===== src/rtl/amba_axi4_lite_regfile.sv =====
// AXI4-Lite slave register file: NUM_REGS word registers with byte strobes,
// optional read-only registers mirroring hardware inputs, SLVERR on bad access.

module amba_axi4_lite_regfile_reg #(
  parameter int SIZE_WORD = 32,
  parameter int SIZE_STRB = SIZE_WORD/8
) (
  input  logic                 clk,
  input  logic                 rst_n,
  input  logic                 we,
  input  logic [SIZE_STRB-1:0] strb,
  input  logic [SIZE_WORD-1:0] wdata,
  output logic [SIZE_WORD-1:0] q,
  output logic                 pulse
);
  always_ff @(posedge clk or negedge rst_n) begin
    if (!rst_n) begin
      q     <= '0;
      pulse <= 1'b0;
    end else begin
      pulse <= we && (|strb);
      for (int k = 0; k < SIZE_STRB; k++)
        if (we && strb[k]) q[k*8 +: 8] <= wdata[k*8 +: 8];
    end
  end
endmodule

module amba_axi4_lite_regfile #(
  parameter int                   SIZE_WORD = 32,
  parameter int                   SIZE_STRB = SIZE_WORD/8,
  parameter int                   SIZE_ADDR = 32,
  parameter int                   NUM_REGS  = 8,
  parameter logic [SIZE_ADDR-1:0] BASE_ADDR = '0,
  parameter logic [NUM_REGS-1:0]  RO_MASK   = '0
) (
  input  logic                          ACLK,
  input  logic                          ARSTn,
  input  logic                          AWVALID,
  output logic                          AWREADY,
  input  logic [SIZE_ADDR-1:0]          AWADDR,
  input  logic [2:0]                    AWPROT,
  input  logic                          WVALID,
  output logic                          WREADY,
  input  logic [SIZE_WORD-1:0]          WDATA,
  input  logic [SIZE_STRB-1:0]          WSTRB,
  output logic                          BVALID,
  input  logic                          BREADY,
  output logic [1:0]                    BRESP,
  input  logic                          ARVALID,
  output logic                          ARREADY,
  input  logic [SIZE_ADDR-1:0]          ARADDR,
  input  logic [2:0]                    ARPROT,
  output logic                          RVALID,
  input  logic                          RREADY,
  output logic [SIZE_WORD-1:0]          RDATA,
  output logic [1:0]                    RRESP,
  output logic [NUM_REGS*SIZE_WORD-1:0] reg_q,
  input  logic [NUM_REGS*SIZE_WORD-1:0] ro_d,
  output logic [NUM_REGS-1:0]           wr_pulse
);
  typedef enum logic [1:0] {OKAY, EXOKAY, SLVERR, DECERR} axi4_resp_el;
  typedef enum logic {W_IDLE, W_RESP} wstate_e;
  typedef enum logic {R_IDLE, R_DATA} rstate_e;

  localparam int                   AL   = $clog2(SIZE_STRB);
  localparam int                   IW   = (NUM_REGS > 1) ? $clog2(NUM_REGS) : 1;
  localparam logic [SIZE_ADDR-1:0] NREG = SIZE_ADDR'(NUM_REGS);

  function automatic logic [SIZE_ADDR-1:0] word_of(input logic [SIZE_ADDR-1:0] a);
    return (a - BASE_ADDR) >> AL;
  endfunction

  logic [NUM_REGS-1:0][SIZE_WORD-1:0] regs, ro_arr;
  assign reg_q  = regs;
  assign ro_arr = ro_d;

  logic unused_prot;
  assign unused_prot = ^{AWPROT, ARPROT};

  // ---------------- write path ----------------
  wstate_e              w_state, w_state_n;
  logic                 aw_full, aw_full_n, w_full, w_full_n;
  logic                 awready_q, awready_n, wready_q, wready_n, bvalid_q, bvalid_n;
  axi4_resp_el          bresp_q, bresp_n;
  logic [SIZE_ADDR-1:0] aw_addr, w_word;
  logic [SIZE_WORD-1:0] w_data;
  logic [SIZE_STRB-1:0] w_strb;
  logic [IW-1:0]        w_idx;
  logic                 w_err, commit;

  assign w_word = word_of(aw_addr);
  assign w_idx  = w_word[IW-1:0];
  assign w_err  = !((aw_addr >= BASE_ADDR) && (w_word < NREG)) || RO_MASK[w_idx];

  always_comb begin
    w_state_n = w_state;
    aw_full_n = aw_full;
    w_full_n  = w_full;
    bvalid_n  = bvalid_q;
    bresp_n   = bresp_q;
    commit    = 1'b0;
    case (w_state)
      W_IDLE: begin
        if (AWVALID && awready_q) aw_full_n = 1'b1;
        if (WVALID && wready_q)   w_full_n  = 1'b1;
        // Commit only off registered full flags so both halves are stable.
        if (aw_full && w_full) begin
          commit    = 1'b1;
          w_state_n = W_RESP;
          bvalid_n  = 1'b1;
          bresp_n   = w_err ? SLVERR : OKAY;
        end
      end
      W_RESP: if (BREADY) begin
        aw_full_n = 1'b0;
        w_full_n  = 1'b0;
        bvalid_n  = 1'b0;
        w_state_n = W_IDLE;
      end
      default: w_state_n = W_IDLE;
    endcase
    awready_n = (w_state_n == W_IDLE) && !aw_full_n;
    wready_n  = (w_state_n == W_IDLE) && !w_full_n;
  end

  always_ff @(posedge ACLK or negedge ARSTn) begin
    if (!ARSTn) begin
      w_state   <= W_IDLE;
      aw_full   <= 1'b0;
      w_full    <= 1'b0;
      awready_q <= 1'b0;
      wready_q  <= 1'b0;
      bvalid_q  <= 1'b0;
      bresp_q   <= OKAY;
      aw_addr   <= '0;
      w_data    <= '0;
      w_strb    <= '0;
    end else begin
      w_state   <= w_state_n;
      aw_full   <= aw_full_n;
      w_full    <= w_full_n;
      awready_q <= awready_n;
      wready_q  <= wready_n;
      bvalid_q  <= bvalid_n;
      bresp_q   <= bresp_n;
      if (AWVALID && awready_q) aw_addr <= AWADDR;
      if (WVALID && wready_q) begin
        w_data <= WDATA;
        w_strb <= WSTRB;
      end
    end
  end

  assign AWREADY = awready_q;
  assign WREADY  = wready_q;
  assign BVALID  = bvalid_q;
  assign BRESP   = bresp_q;

  for (genvar i = 0; i < NUM_REGS; i++) begin : g_reg
    amba_axi4_lite_regfile_reg #(.SIZE_WORD(SIZE_WORD), .SIZE_STRB(SIZE_STRB)) u_reg (
      .clk   (ACLK),
      .rst_n (ARSTn),
      .we    (commit && !w_err && (w_idx == IW'(i))),
      .strb  (w_strb),
      .wdata (w_data),
      .q     (regs[i]),
      .pulse (wr_pulse[i])
    );
  end

  // ---------------- read path ----------------
  rstate_e              r_state, r_state_n;
  logic                 arready_q, arready_n, rvalid_q, rvalid_n, ar_hs;
  logic [SIZE_ADDR-1:0] r_word;
  logic [IW-1:0]        r_idx;
  logic [SIZE_WORD-1:0] rdata_q, rdata_n;
  axi4_resp_el          rresp_q, rresp_n;

  assign ar_hs  = ARVALID && arready_q;
  assign r_word = word_of(ARADDR);
  assign r_idx  = r_word[IW-1:0];

  always_comb begin
    rdata_n = '0;
    rresp_n = SLVERR;
    if ((ARADDR >= BASE_ADDR) && (r_word < NREG)) begin
      rresp_n = OKAY;
      rdata_n = RO_MASK[r_idx] ? ro_arr[r_idx] : regs[r_idx];
    end
  end

  always_comb begin
    r_state_n = r_state;
    rvalid_n  = rvalid_q;
    case (r_state)
      R_IDLE: if (ar_hs) begin
        r_state_n = R_DATA;
        rvalid_n  = 1'b1;
      end
      R_DATA: if (RREADY) begin
        r_state_n = R_IDLE;
        rvalid_n  = 1'b0;
      end
      default: r_state_n = R_IDLE;
    endcase
    arready_n = (r_state_n == R_IDLE);
  end

  always_ff @(posedge ACLK or negedge ARSTn) begin
    if (!ARSTn) begin
      r_state   <= R_IDLE;
      arready_q <= 1'b0;
      rvalid_q  <= 1'b0;
      rdata_q   <= '0;
      rresp_q   <= OKAY;
    end else begin
      r_state   <= r_state_n;
      arready_q <= arready_n;
      rvalid_q  <= rvalid_n;
      if (ar_hs) begin
        rdata_q <= rdata_n;
        rresp_q <= rresp_n;
      end
    end
  end

  assign ARREADY = arready_q;
  assign RVALID  = rvalid_q;
  assign RDATA   = rdata_q;
  assign RRESP   = rresp_q;
endmodule

===== config.mk =====
export PLATFORM = sky130hd
export DESIGN_NAME = amba_axi4_lite_regfile
export DESIGN_NICKNAME = d
export VERILOG_FILES = /design/src/rtl/amba_axi4_lite_regfile.sv
export SDC_FILE = /design/constraint.sdc
export NUM_CORES = 1
export LEC_CHECK = 0
export CORE_AREA = 5 5 262 264
export CTS_BUF_LIST = sky130_fd_sc_hd__clkbuf_2 sky130_fd_sc_hd__clkbuf_4 sky130_fd_sc_hd__clkbuf_8
export CTS_CLUSTER_SIZE = 24
export DETAILED_ROUTE_END_ITERATION = 6
export DIE_AREA = 0 0 267 269
export GPL_TIMING_DRIVEN = 0
export SYNTH_ARGS = -nofsm -noshare
export SYNTH_HDL_FRONTEND = slang
export SYNTH_HIERARCHICAL = 1
export SYNTH_SLANG_ARGS = --single-unit

===== constraint.sdc =====
create_clock -name ACLK -period 2.21 [get_ports ACLK]
set_clock_uncertainty 0.2 [all_clocks]
set_input_delay 0.442 -clock ACLK [delete_from_list [all_inputs] [get_ports ACLK]]
set_output_delay 0.442 -clock ACLK [all_outputs]
set_load 0.05 [all_outputs]

# Word-level counts from Yosys, hierarchy flattened
# Memory sizes are Yosys's and may differ from the RTL's.
# Cells that the tools add are included.
totals:
  romBits: 16
  latch_bits: 0
  ramBits: 0
  mem_count: 2
  in_bits: 369
  reg_bits: 377
memory_table:
  columns: ["name", "depth", "width", "read_ports", "rd_clocked_by_memory_dff", "wr", "line", "source"]
  rows:
  - ["(name not given)", 8, 1, 1, 0, 0, "188", "rdata_n = RO_MASK[r_idx] ? ro_arr[r_idx] : regs[r_idx];"]
  - ["(name not given)", 8, 1, 1, 0, 0, "93", "assign w_err = !((aw_addr >= BASE_ADDR) && (w_word < NREG)) || RO_MASK[w_idx];"]
op_classes:
  bitwise_logic: 4
  n_lt_le_gt_ge: 6
  mul: 0
  shift: 0
  n_eq_ne: 11
  add_sub_neg: 0
  n_reduce_logical: 67
  n_div: 0
  n_mux: 29
op_table:
  columns: ["op", "count"]
  rows:
  - ["32-bit binary-select mux with 3-bit select", 2]
  - ["32-bit 2-to-1 mux", 4]
  - ["32-bit by 1-bit >= comparator with 1-bit output, second input constant", 2]
  - ["30-bit by 4-bit < comparator with 1-bit output, second input constant", 2]
  - ["1-bit logical AND", 57]
  - ["1-bit 2-to-1 mux", 15]
  - ["3-bit equality test, second input constant", 4]
  - ["1-bit one-hot mux with 2 select lines", 6]
  - ["3-bit by 4-bit < comparator with 1-bit output, second input constant", 2]
  - ["2-bit != test, second input constant", 4]
  - ["3-bit by 2-bit equality test with 1-bit output, second input constant", 2]
  - ["2-bit AND reduction", 3]
  - ["1-bit zero test", 4]
  - ["2-bit 2-to-1 mux", 2]
  - ["1-bit NOT", 4]
  - ["4-bit OR reduction", 1]
  - ["3-bit by 1-bit equality test with 1-bit output, second input constant", 1]
  - ["3-bit zero test", 1]
  - ["1-bit logical OR", 1]

# Logic depth before layout (Yosys ltp)
logic_depth:
  depth_word: 8
  mapped_depth: 7
  mapped_depth_nobuf: 6

# By module
# Netlist, hierarchy kept.
modules_own_cells:
  columns: ["mod", "instances", "area_each_um2", "seq_area_each_um2", "cells_each"]
  rows:
  - ["amba_axi4_lite_regfile_reg", 8, 1231.2, 825.8, 71]
  - ["amba_axi4_lite_regfile", 1, 6113.4, 2727.6, 426]

# Worst setup path before layout
# Ideal clock, no wire load.
synth_path:
  path_type: "register to register"
  startpoint: "register aw_addr[15]"
  endpoint: "register g_reg[6].u_reg.q[0]"
  arrival_ps: 1787
  setup_time_ps: 125
  stages_incl_launch_ff: 8
  setup_slack_ps: 99
  path_buffers: 1
  cell_sequence: "dfrtp_1 -> nor4_1 -> and4_1 -> nand3_1 -> nor3b_1 -> buf_4 -> nand2_2 -> mux2_2"
synth_via:
  elab_chain_len: 8
  word_cells_on_any_way: 9
  classes_between: "order compare: 2; reduce/logical: 7"
synth_lines:
  columns: ["item", "line", "source"]
  rows:
  - ["from (decl)", "85", "logic [SIZE_ADDR-1:0] aw_addr, w_word;"]
  - ["from (signal assigned)", "135", "aw_addr <= '0;"]
  - ["from (signal assigned)", "146", "if (AWVALID && awready_q) aw_addr <= AWADDR;"]
  - ["32-bit by 1-bit >= comparator with 1-bit output / 30-bit by 4-bit < comparator with 1-bit output (equally long branches)", "93", null]
  - ["1-bit logical AND (*)", "93", null]
  - ["1-bit zero test (*)", "93", null]
  - ["1-bit logical OR (*)", "93", null]
  - ["1-bit zero test (*)", "163", ".we (commit && !w_err && (w_idx == IW'(i))),"]
  - ["1-bit logical AND (*) (2 in series)", "163", null]
  - ["1-bit logical AND (*)", "23", "if (we && strb[k]) q[k*8 +: 8] <= wdata[k*8 +: 8];"]
  - ["to (signal, indexed assignment)", "23", null]
  - ["to (decl)", "13", "output logic [SIZE_WORD-1:0] q,"]
# Every way passes the cells marked *; elsewhere a longest branch is shown, timed or not.
# A chain may end at the register's enable or synchronous reset.

# Worst setup path in the final report
layout_path:
  startpoint: "register aw_addr[10]"
  endpoint: "register g_reg[6].u_reg.q[18]"
# The elaborated chain is that of the path after synthesis.

==> run summary <==
The run finished, with violations left. The maximum cell stage delay along the critical path is 400 ps, and the signal arrival time at the worst endpoint is 2750 ps. Summing every instance area after synthesis gives 16,000 um2.

The initial utilization of the core area, before any placement, comes to 24.1%. For the pin with the worst max-slew slack, the measured transition is 1240 ps. Clock tree synthesis selected as its root buffer the cell sky130_fd_sc_hd__clkbuf_8.

By area, the combinational part of the netlist is dominated by multiplexers. After synthesis, the share of cell area in mux cells is 33.9%. The average instance in the mapped netlist occupies 16.1 um2.

The synthesized netlist devotes 4.10% of its cell area to simple gates. TritonCTS created 72 clock buffers. The placed cell count is 2,273, and the proportion of power drawn by the clock network is 41.1%. The logs give 0 for the max-slew violation total from the final report and 3 for the maximum buffer depth of the clock tree.

For the number of antenna violations at the first check in global routing, the log shows 3. Across the run, the number of max-cap violations was 0. The required time at the endpoint of the critical path is 2490 ps, and the hold violation count in the final report is 0. The core region is 66,300 um2.

TritonCTS built the clock tree. The tightest hold margin was 130 ps; the post-synthesis cell count was 994. Switching part of the total: 29.6%.

The quantity of I/O buffers inserted on ports works out to 402. Setup repair after global routing could not meet its margin everywhere. Prior to clock tree synthesis, the placed netlist has a worst setup slack of -924 ps.

The routed design could run at a clock period as short as 2470 ps. The overflow left after global routing is 0. The tools report the portion of total power attributed to combinational logic as 9.9%. Clock-pin slew was measured on the worst setup and hold paths at 60 ps. The logs give 17.1% for the worst slew slack as a fraction of its limit and 11,849 for the number of global-route vias before repair.

The first global-routing pass estimated 83.5 mm of wire. Excluding fillers, the count of instances in the completed layout stands at 2,416. Power spread over the standard cell area amounts to 777 nW/um2. The maximum ir drop on the vdd rail came out at 0.700 mV.

Setup violations remaining at the end of the flow were counted as 257. After detailed routing, the number of vias per cell comes to 4.46. Per report_power, the sequential group accounts for 48.9% of the total. The final cycle utilization of the critical path is 112%, and the share of the synthesized area in compound gates (AO/OA/AOI/OAI) is 1.93%. The Yosys warning count is 6. Clock latency on the worst-skew pair, taken at its later pin, is 630 ps. The logs give 58.5% for the sequential area share after synthesis and 32 for the count of cell types in the netlist. The share of final-layout standard cells stronger than drive strength 1 is 57.8%, and the number of design rule violations left after detail routing is 0.

The die is 267 um wide. Counting flops and latches in the post-synthesis netlist gives 373. Post-synthesis adder-cell area fraction: 0%. The worst hold path belongs to the class in -> reg.

Internal power comes to 13.1 mW. After synthesis, the cell types taking the most area are sky130_fd_sc_hd__dfrtp_1, sky130_fd_sc_hd__mux2_2, sky130_fd_sc_hd__mux4_2. Across all layers, the routed design uses 10,784 vias. The checks that failed: setup timing. The congestion estimate from routability-driven global placement came to 0.793.

The maximum frequency from static timing analysis is 0.405 GHz. The logs give 1,856 for the net total in the final layout and 71,800 um2 for the die area. The die is 269 um tall. In this run the remaining antenna-violating nets after routing total 0. The largest driver fanout on the critical path came out at 8. The layout overhead on the synthesized area works out to 50.1%. The kind of end point of the critical path was a register. The critical path goes through nor4_2, and4_1, nand3_4, nor3b_2, buf_6, nand2_8, mux2_4. For the total clock sinks, the log shows 373. For the number of levels in the clock H-tree, the log shows 3. By startpoint and endpoint, the worst setup path is classified as reg -> reg. For this design the total switching power over the nets is 5.52 mW. The floorplan has 95 rows. The largest area contributor in the netlist is sky130_fd_sc_hd__dfrtp_1. After detailed routing, the total wire length is 58.1 mm. Across every metal layer, demand over resource in global routing totals 15.8%.

After the first detailed-routing iteration, the DRC count stood at 512. Once detailed placement completed, the half-perimeter wirelength came to 41.0 mm. Before antenna repair, the detailed router went through 4 iterations. The tools report the minimum setup slack in the final design as -257 ps. STA classifies the critical path startpoint as a register. In this run the count of I/O pins placed on the die edge is 674. Dividing the detail-routed wire length by the instance count gives 24.1 um. The critical path's slowest cell was sky130_fd_sc_hd__dfrtp_1. The proportion of netlist area held by the largest area contributor was 58.5%; the leakage power summed over all cells was 10.5 nW. The synthesized netlist devotes 0% of its cell area to XOR and XNOR gates. Entering global routing, the biggest net connects 122 pins.
-- layout make-up --
type                            instances  area [um2]
Fill cell                            6373       42400
Clock inverter                         15         181
Sequential cell                       373        9340
Multi-Input combinational cell        577        6920
Inverter                                5        18.8
Buffer                                 40         294
Antenna cell                            1        2.50
Clock buffer                          114        1450
Timing Repair Buffer                  418        4660
Tap cell                              873        1090
-- cell usage after synthesis, drive strengths merged --
master	count
a21oi	3
and2	2
and3b	2
and4	3
buf	25
clkbuf	15
conb	1
dfrtp	373
inv	5
mux2	322
mux2i	34
mux4	64
nand2	69
nand3	1
nand4	3
nor2	7
nor3	2
nor3b	3
nor4	14
o21a	1
o21ai	32
o22ai	4
o41a	8
or4	1
-- worst max-delay path: cells and delay by family, from the launching register on --
kind	cells	cell delay, ps
buffers and inverters	1	240
DFF	1	400
and+or+nand+nor	5	1110
muxes	1	350
-- stage by stage --
| stage | cell area, um2 | setup TNS [ps] | util [%] | total power [mW] |
|---|---|---|---|---|
| floorplan | 16000 | 0 | - | 9.53 |
| global placement | 21100 | -6107810 | 31.8 | 10.6 |
| detailed placement | 21200 | -249640 | 31.9 | 10.7 |
| CTS | 23900 | -51770 | 36.0 | 18.9 |
| global route | 24000 | -79460 | 36.1 | 19.6 |
| finish | 24000 | -47730 | 36.1 | 18.6 |
-- per-layer routing --
metal / routed length (um) / GRT usage (%) / part of all wire (%)
met1: 24200 / 20.2 / 42
met4: 1370 / 5.33 / 2.3
met5: 7 / 0 / 0.012
met2: 28100 / 25.9 / 48
met3: 4450 / 4.85 / 7.7
-- sequential cells by signal, indices dropped and copies added (netlist names), 4 cells and up --
signal and flops:
RDATA 32, aw_addr 30, g.u_reg/pulse 8, g.u_reg/q 256
w_data 32, w_strb 4
-- power groups by stage --
stage	combinational (mW)	clock (mW)	sequential (mW)
after floorplan	1.02	0	8.51
after global placement	1.80	0	8.79
after detailed placement	1.86	0	8.83
after CTS	1.90	7.94	9.09
after global routing	2.03	8.25	9.28
final	1.85	7.66	9.11
-- cells in the final DEF (no fill, tap or decap), types with 6 or more instances in the layout --
cell type	Yosys	routed
sky130_fd_sc_hd__nand2_8	0	29
sky130_fd_sc_hd__mux2_2	295	289
sky130_fd_sc_hd__clkbuf_8	0	95
sky130_fd_sc_hd__mux2i_1	34	34
sky130_fd_sc_hd__mux2_4	0	6
sky130_fd_sc_hd__clkdlybuf4s15_1	0	8
sky130_fd_sc_hd__clkbuf_4	0	19
sky130_fd_sc_hd__o21ai_1	32	32
sky130_fd_sc_hd__nor4_4	4	6
sky130_fd_sc_hd__buf_6	3	7
sky130_fd_sc_hd__clkdlybuf4s15_2	0	292
sky130_fd_sc_hd__buf_4	16	14
sky130_fd_sc_hd__nor2_1	7	6
sky130_fd_sc_hd__clkdlybuf4s50_1	0	98
sky130_fd_sc_hd__nand2_1	37	37
sky130_fd_sc_hd__clkinv_2	0	9
sky130_fd_sc_hd__dfrtp_1	373	369
sky130_fd_sc_hd__o41a_2	8	8
sky130_fd_sc_hd__mux2_1	27	27
sky130_fd_sc_hd__clkbuf_1	15	11
sky130_fd_sc_hd__mux4_2	64	64
sky130_fd_sc_hd__buf_12	0	9
-- repair_timing --
item / 4_1_cts / 5_1_grt
resized for setup: 999 / 13
gates cloned: 0 / 1
setup buffers: 7 / 4
hold endpoints to repair: 135 / 0
hold buffers: 1 / 0
endpoints found under the setup margin: 597 / 275
pin swaps: 3 / 1
-- cell families after synthesis --
family,count (synthesis)
mux,420
other cells,1
flops,373
buf+inv,45
simple gates,107
compound gates,48
-- final timing paths --
| kind | slack [ps] | cells after the start | startpoint | to |
|---|---|---|---|---|
| worst min-delay path | 130 | 3 | ARADDR[3] | RDATA[30] |
| min in group asynchronous | 140 | 2 | ARSTn | g_reg[1].u_reg/q[25] |
| worst max-delay path | -260 | 7 | aw_addr[10] | g_reg[6].u_reg/q[18] |
| worst max register to register | -260 | 7 | aw_addr[10] | g_reg[6].u_reg/q[18] |
| max in group asynchronous | 240 | 4 | ARSTn | g_reg[4].u_reg/q[12] |
| worst min register to register | 270 | 1 | r_state | RVALID |
Power figures use the tool's default switching activity.
